--- src/rtl/nibble_serial_adder_pkg.sv ---
// Shared definitions for the nibble-serial adder: slice width, FSM encoding
// and the elaboration-time width check.
package nibble_serial_adder_pkg;

    localparam int NIB_W = 4;

    typedef enum logic [1:0] {
        ST_IDLE = 2'd0,
        ST_RUN  = 2'd1,
        ST_DONE = 2'd2
    } state_t;

    // Legal widths are whole, non-empty multiples of the slice width.
    function automatic bit width_ok(input int w);
        return (w >= NIB_W) && ((w % NIB_W) == 0);
    endfunction

endpackage

--- src/rtl/nibble_serial_adder_slice.sv ---
// Purely combinational 4-bit ripple-carry adder slice with carry-in/carry-out.
module nibble_add_slice (
    input  logic [3:0] a,
    input  logic [3:0] b,
    input  logic       cin,
    output logic [3:0] sum,
    output logic       cout
);

    always_comb begin
        logic c;
        sum = '0;
        c   = cin;
        for (int i = 0; i < 4; i++) begin
            sum[i] = a[i] ^ b[i] ^ c;
            c      = (a[i] & b[i]) | (c & (a[i] ^ b[i]));
        end
        cout = c;
    end

endmodule

--- src/rtl/nibble_serial_adder.sv ---
// WIDTH-bit adder built from one 4-bit slice, walking the operands one nibble
// per clock, LSB nibble first, with a registered inter-nibble carry.
module nibble_serial_adder
    import nibble_serial_adder_pkg::*;
#(
    parameter int WIDTH = 16
) (
    input  logic             clk,
    input  logic             rst,
    input  logic             start,
    input  logic [WIDTH-1:0] a,
    input  logic [WIDTH-1:0] b,
    input  logic             cin,
    output logic             busy,
    output logic             done,
    output logic [WIDTH-1:0] sum,
    output logic             cout
);

    localparam int NIB   = WIDTH / NIB_W;
    localparam int CNT_W = (NIB > 1) ? $clog2(NIB) : 1;
    localparam logic [CNT_W-1:0] LAST_CNT = CNT_W'(NIB - 1);

    if (!width_ok(WIDTH)) begin : g_width_check
        $error("nibble_serial_adder: WIDTH must be a multiple of 4 and at least 4");
    end

    // Handshake: a request is taken on any edge where start=1 and busy=0
    // (IDLE or DONE); while busy=1 start and all operand inputs are ignored.
    // done pulses for one cycle exactly when sum/cout take the new result.
    state_t             state_q, state_d;
    logic [WIDTH-1:0]   a_q, a_d;
    logic [WIDTH-1:0]   b_q, b_d;
    logic [WIDTH-1:0]   res_q, res_d;
    logic [WIDTH-1:0]   sum_q, sum_d;
    logic [CNT_W-1:0]   cnt_q, cnt_d;
    logic               carry_q, carry_d;
    logic               cout_q, cout_d;

    logic [NIB_W-1:0]   slice_a, slice_b, slice_sum;
    logic               slice_cout;
    int                 nib_lo;

    always_comb begin
        nib_lo  = int'(cnt_q) * NIB_W;
        slice_a = a_q[nib_lo +: NIB_W];
        slice_b = b_q[nib_lo +: NIB_W];
    end

    nibble_add_slice u_slice (
        .a    (slice_a),
        .b    (slice_b),
        .cin  (carry_q),
        .sum  (slice_sum),
        .cout (slice_cout)
    );

    always_comb begin
        state_d = state_q;
        a_d     = a_q;
        b_d     = b_q;
        res_d   = res_q;
        sum_d   = sum_q;
        cnt_d   = cnt_q;
        carry_d = carry_q;
        cout_d  = cout_q;

        case (state_q)
            ST_IDLE, ST_DONE: begin
                if (start) begin
                    a_d     = a;
                    b_d     = b;
                    carry_d = cin;
                    cnt_d   = '0;
                    res_d   = '0;
                    state_d = ST_RUN;
                end else begin
                    state_d = ST_IDLE;
                end
            end
            ST_RUN: begin
                res_d[nib_lo +: NIB_W] = slice_sum;
                carry_d                = slice_cout;
                if (cnt_q == LAST_CNT) begin
                    // Publish only the fully assembled word, never a partial one.
                    sum_d   = res_d;
                    cout_d  = slice_cout;
                    cnt_d   = '0;
                    state_d = ST_DONE;
                end else begin
                    cnt_d = cnt_q + CNT_W'(1);
                end
            end
            default: state_d = ST_IDLE;
        endcase
    end

    always_ff @(posedge clk) begin
        if (rst) begin
            state_q <= ST_IDLE;
            a_q     <= '0;
            b_q     <= '0;
            res_q   <= '0;
            sum_q   <= '0;
            cnt_q   <= '0;
            carry_q <= 1'b0;
            cout_q  <= 1'b0;
        end else begin
            state_q <= state_d;
            a_q     <= a_d;
            b_q     <= b_d;
            res_q   <= res_d;
            sum_q   <= sum_d;
            cnt_q   <= cnt_d;
            carry_q <= carry_d;
            cout_q  <= cout_d;
        end
    end

    assign busy = (state_q == ST_RUN);
    assign done = (state_q == ST_DONE);
    assign sum  = sum_q;
    assign cout = cout_q;

endmodule

--- config.mk ---
export PLATFORM = sky130hd
export DESIGN_NAME = nibble_serial_adder
export DESIGN_NICKNAME = d
export VERILOG_FILES = /design/src/rtl/nibble_serial_adder_pkg.sv /design/src/rtl/nibble_serial_adder_slice.sv /design/src/rtl/nibble_serial_adder.sv
export SDC_FILE = /design/constraint.sdc
export NUM_CORES = 1
export LEC_CHECK = 0
export CAP_MARGIN = 20
export CORE_MARGIN = 10
export CORE_UTILIZATION = 56
export CTS_CLUSTER_DIAMETER = 200
export DETAILED_ROUTE_END_ITERATION = 8
export PLACE_DENSITY = 0.93
export SYNTH_ARGS = -nofsm -noshare
export SYNTH_HDL_FRONTEND = slang
export SYNTH_SLANG_ARGS = --single-unit
--- constraint.sdc ---
create_clock -name clk -period 4.6 [get_ports clk]
set_input_delay 0.69 -clock clk [delete_from_list [all_inputs] [get_ports clk]]
set_output_delay 0.69 -clock clk [all_outputs]
set_load 0.005 [all_outputs]
## Word level (Yosys, flattened, before mapping)

Index checks and enable logic that the tools add are counted.

| cells by class | value |
|---|---|
| add/sub/neg operators | 2 |
| multipliers | 0 |
| div/mod/pow operators | 0 |
| order comparisons | 0 |
| equal/unequal tests | 5 |
| shift operators | 4 |
| muxes and demuxes | 11 |
| bitwise gates (word level) | 20 |
| reductions and logical operators | 6 |

Operators by type and width:

| cell | count |
|---|---|
| $neg 4->33 | 1 |
| $shift 4x33->16 const A | 1 |
| $shiftx 4x33->16 | 1 |
| $pmux 16 s2 | 1 |
| $shiftx 16x5->4 | 2 |
| $bwmux 16 | 1 |
| $mux 16 | 1 |
| $and 1x1->1 | 8 |
| $pmux 2 s2 | 2 |
| $xor 1x1->1 | 8 |
| $mux 2 | 3 |
| $reduce_and 2->1 | 3 |
| $eq 2x2->1 const B | 2 |
| $or 1x1->1 | 4 |
| $add 2x1->2 const B | 1 |
| $eq 2x1->1 const B | 1 |
| $logic_not 2->1 | 1 |
| $mux 1 | 2 |
| $ne 2x1->1 const B | 1 |
| $ne 2x2->1 const B | 1 |
| $pmux 1 s2 | 1 |
| $reduce_bool 2->1 | 1 |
| $reduce_or 2->1 | 1 |

| storage, ports and cells | value |
|---|---|
| register bits | 70 |
| bits in latches | 0 |
| RAM bits | 0 |
| ROM bits | 0 |
| output and inout bits | 19 |
| logic and storage cells | 56 |
| memories | 0 |

## Depth between registers and ports, before layout

| depth | value |
|---|---|
| depth in word-level cells | 12 |
| mapped depth | 13 |

## By module

A second synthesis with hierarchy kept.

| second synthesis, totals | value |
|---|---|
| cell total of the unflattened synthesis | 337 |
| area, all modules | 3,076.7 um^2 |

Modules (own cells, without submodules):

| module | instances | cells each | area an instance (um^2) | sequential area each (um^2) |
|---|---|---|---|---|
| nibble_serial_adder | 1 | 323 | 2,959.1 | 1,401.3 |
| nibble_add_slice | 1 | 14 | 117.6 | 0.0 |

## Worst setup path after synthesis

OpenSTA, ideal clock, no wires.

| timing path | value |
|---|---|
| path type | flip-flop to flip-flop |
| from | register cnt_q[0] |
| to | register sum_q[11], in the netlist sum[11] |
| arrival time | 2.919 ns |
| slack | 1.549 ns |
| cell stages (with the launch flop) | 14 |
| buffers on the path | 2 |
| clock period less this slack | 3.051 ns |
| cells stage by stage | dfxtp_1 > buf_4 > mux4_2 > inv_1 > fa_1 > inv_1 > fa_1 > inv_1 > fa_1 > inv_1 > fa_1 > buf_2 > a221oi_1 > nor3_1 |

| between the ends | value |
|---|---|
| longest elaborated chain between the ends | 11 |
| elaborated cells between the ends (all ways) | 25 |
| classes of those cells | add/sub (1); eq/ne (1); shift (4); mux (1); bitwise (17); reduce/logical (1) |

RTL lines:

| what | line | source |
|---|---|---|
| start, declared | nibble_serial_adder.sv:36 | `logic [CNT_W-1:0] cnt_q, cnt_d;` |
| start signal, assigned | nibble_serial_adder.sv:114 | `cnt_q <= cnt_d;` |
| $shiftx 16x5->4, on equally long branches | nibble_serial_adder.sv:46, nibble_serial_adder.sv:47 |  |
| $xor 1x1->1 | nibble_serial_adder_slice.sv:15, nibble_serial_adder_slice.sv:16 |  |
| $and 1x1->1 | nibble_serial_adder_slice.sv:16 | `c = (a[i] & b[i]) \| (c & (a[i] ^ b[i]));` |
| $or 1x1->1 | nibble_serial_adder_slice.sv:16 |  |
| $and 1x1->1 | nibble_serial_adder_slice.sv:16 |  |
| $or 1x1->1 | nibble_serial_adder_slice.sv:16 |  |
| $and 1x1->1 | nibble_serial_adder_slice.sv:16 |  |
| $or 1x1->1 | nibble_serial_adder_slice.sv:16 |  |
| $xor 1x1->1 | nibble_serial_adder_slice.sv:15 | `sum[i] = a[i] ^ b[i] ^ c;` |
| $shiftx 4x33->16 | nibble_serial_adder.sv:82 | `res_d[nib_lo +: NIB_W] = slice_sum;` |
| $bwmux 16 | nibble_serial_adder.sv:82 |  |
| end signal, assigned | nibble_serial_adder.sv:113 | `sum_q <= sum_d;` |
| end, declared | nibble_serial_adder.sv:35 | `logic [WIDTH-1:0] sum_q, sum_d;` |

Parallel ways exist; a longest one is shown, timed or not.
A chain may end at the register's enable or synchronous reset.

## Worst setup path after layout

| timing path | value |
|---|---|
| from | register cnt_q[0] |
| to | register sum_q[3], in the netlist sum[3] |

The elaborated chain is that of the path after synthesis.

==> results by group <==
Run status
  • Status: finished clean

Min path
  • Hold Path Cell Cnt: 2
  • Hold WC Path Type: flop to flop
  • Hold_sp: b_q[15]$_SDFFE_PP0P_
  • Hold EP: b_q[15]$_SDFFE_PP0P_

Synth
  • Mux contribution to synthesized area: 5.897%
  • Mean Syn Cell Area: 9.148 µm²
  • Post-synthesis sequential area ratio: 45.86%
  • Synth Area in Simple Gates: 19.37%
  • Synth Area in Adders: 5.078%
  • Async SR Flop Fraction: 0%
  • Synthesized area: 0.003055 mm²
  • Largest family of logic cells by synthesized area: simple AND/OR/NAND/NOR gates
  • FF+latch count, synth: 70
  • Synth Instances: 334
  • Synth cell types: 35
  • Syn Nets: 380
  • Post-synth EDFFs: 0
  • Synth Area in Compound Gates: 16.87%
  • Warnings from Yosys: 0
  • Predominant post-synthesis flop cell: dfxtp_1
  • Area share of xor/xnor cells in the synthesized design: 0%

Placement
  • Routability congestion estimate: between 0.8 and 0.9
  • DPL Wire Length: 5.432 mm
  • Buffers on Ports: 54

Critical path
  • Reg2reg start: cnt_q[0]$_SDFFE_PP0P_
  • CP Capture Type: flop
  • Critical Path Source Type: flop
  • Critical path class: flop to flop
  • CP Data Required Time: 4800 ps
  • R2R cell count: 11
  • CP Max Fanout: 9
  • Critical path's top delay family: adder cells
  • Crit path largest cell delay: around 600 ps
  • Reg-to-Reg End: sum[3]$_SDFFE_PP0P_
  • Worst EP arrival: 3450 ps
  • Worst Path Buf+Inv: 4
  • Slowest-stage cell, CP: fa_1
  • Reg2reg setup slack: roughly 1400 ps
  • CP cell instances: mux4_2 > inv_1 > fa_1 > inv_1 > fa_1 > inv_1 > fa_1 > inv_1 > fa_1 > a221oi_1 > nor3_1

Finish
  • Utilization after layout: about 73%
  • Layout cell share with drive strength beyond 1: 9.686%
  • Area Growth Syn to Fin: 23.59%
  • Ant diodes: 0
  • Fin nets: 423

Detailed routing
  • Vias: 2640
  • Routed WL: ~7.8 mm
  • Post-DRT Antenna Nets: 0
  • Vias per cell: 5.841
  • DRC: 0
  • Drt pass-1 iters: 5
  • Post-DR wirelength/cell: 17.19 µm
  • 1st-iter DRT viols: about 180

GRT
  • Largest net degree at the start of global routing: 34
  • GRT Util Overall: 17.84%
  • Met2 global-route usage: 28.80%
  • Most Crowded Layer GR: met2
  • Initial antenna violation count: 0
  • GR Util met3: under 10%
  • Vias in the first global route: between 2000 and 3000
  • Total global routing overflow: 0
  • Global-route wire length before repair: 12.65 mm
  • M1 GR Usage: 20.59%

Clock tree
  • TritonCTS buffer count: 9
  • Max Root-Sink Buffers: 2
  • CTS root buf: clkbuf_8
  • TritonCTS clock tree: yes
  • Reg clk slew, reported paths: 70 ps
  • Cts repair resizes: 0
  • H-tree levels: 3
  • CTS sink cnt: 70
  • Hold buffer count at CTS: 0
  • Setup Buffers After CTS: 0
  • Worst-Skew Late Latency: 350 ps

STA
  • Clock skew: 7.814 ps
  • Max Freq: 308.0 MHz
  • RSZ-0062 raised after global routing: no
  • Setup total negative slack: 0 ps
  • Fin. max-slew vios: 0
  • Fin crit share: 70.59%
  • Slew of the pin with the lowest slew margin: 726.4 ps
  • Final-report hold violation count: 0
  • Tmin final: ~3200 ps
  • Rel. slew slack: 51.58%
  • Final setup violating endpoints: 0

Power and ir drop
  • Tot Pwr: 1.315 mW
  • PD cells: 348.4 mW/mm²
  • Max rail drop VDD: 0.2258 mV
  • Leakage: 1.404 nW

Run
  • Max_cap viols: 0

Die
  • DIE AREA: approximately 0.009 mm²
  • Starting density of the core: 58.70%
  • Die W: 93.87 µm
  • FP Rows: 26
  • Die H: 93.87 µm
  • I/O pin cnt: 55
  • Core outline area: 0.005205 mm²
## worst max-delay path by stage
| stage | startpoint | end | slack (ps) | depth (start not counted) |
|---|---|---|---|---|
| floorplan | cnt_q[0]$_SDFFE_PP0P_ | sum[11]$_SDFFE_PP0P_ | 1550 | 13 |
| global placement | cnt_q[0]$_SDFFE_PP0P_ | sum[3]$_SDFFE_PP0P_ | 1510 | 11 |
| detailed placement | cnt_q[0]$_SDFFE_PP0P_ | sum[3]$_SDFFE_PP0P_ | 1360 | 11 |
| CTS | cnt_q[0]$_SDFFE_PP0P_ | sum[3]$_SDFFE_PP0P_ | 1340 | 11 |
| global route | cnt_q[0]$_SDFFE_PP0P_ | sum[3]$_SDFFE_PP0P_ | 1080 | 11 |
| finish | cnt_q[0]$_SDFFE_PP0P_ | sum[3]$_SDFFE_PP0P_ | 1350 | 11 |
## layout by cell type, fill, tap and decap left out, types with 2 or more instances in the layout
master	netlist	layout
a32o_1	8	8
nand2_1	69	69
nor3b_1	3	3
nand3b_1	2	2
clkbuf_8	0	11
a221oi_1	16	16
fa_1	4	4
buf_4	4	4
ha_1	6	6
a21oi_1	36	36
nor2_1	22	22
a22o_1	4	4
dfxtp_1	70	70
a211oi_4	2	2
nor4bb_1	2	2
inv_1	16	16
clkdlybuf4s50_1	0	53
nand2b_1	2	2
nor3_1	17	17
mux4_2	8	8
buf_2	14	3
nand3_1	5	5
clkinv_2	0	3
a32oi_1	2	2
## area by class of cell
type	instances	area (µm²)
Fill cell	426	1429
Clock buffer	12	155.1
Tap cell	70	87.58
Inverter	17	66.31
Multi-Input combinational cell	219	1445
Timing Repair Buffer	60	575.6
Sequential cell	70	1401
Clock inverter	4	45.04
## layer usage
layer / wire (µm) / part of all wire [%]
met5: 0 / 0
met4: 201 / 2.6
met3: 633 / 8.1
met2: 3774 / 49
met1: 3159 / 41
## power by group
part	total (mW)	internal (mW)	leakage [nW]	switching, mW
Sequential	0.644	0.627	0.570	0.0171
Clock	0.500	0.277	0.106	0.223
Combinational	0.171	0.0736	0.728	0.0972
Total	1.32	0.978	1.40	0.337
## worst min-delay path: stages (launching register included)
cell and delay [ps]:
dfxtp_1 310, nand2_1 50, a21oi_1 50
## kinds of logic (layout without fill, tap and decap cells)
kind of cell / Yosys count / in the layout
fa+ha+maj: 10 / 10
compound gates: 71 / 71
flops: 70 / 70
mux: 8 / 8
buf+inv: 45 / 93
simple gates: 130 / 130
## synthesized netlist by cell type, types with 5 or more instances
library cell	instances	area, µm²
ha_1	6	75.07
mux4_2	8	180.2
nand3_1	5	25.02
nor2_1	22	82.58
nor3_1	17	85.08
clkbuf_1	8	30.03
inv_1	16	60.06
a221oi_1	16	140.1
nand2_1	69	259.0
dfxtp_1	70	1401
a21oi_1	36	180.2
a32o_1	8	80.08
buf_2	14	70.07
## registers in the layout, summed over array words and instances (netlist names)
name / count
a_q: 16
b_q: 16
res_q: 16
sum: 16
cnt_q: 2
state_q: 2
carry_q: 1
cout: 1
## stage by stage
stage                     hold slack [ps]  instance area (µm²)  instances  worst slack [ps]
after floorplan                     433.1                 3055        334              1549
after global placement              444.5                 3566        434              1512
after detailed placement            447.8                 3566        434              1358
after CTS                           457.8                 3766        450              1344
after global routing                485.5                 3776        452              1077
final                               462.8                 3776        452              1353
Power figures use the tool's default switching activity.
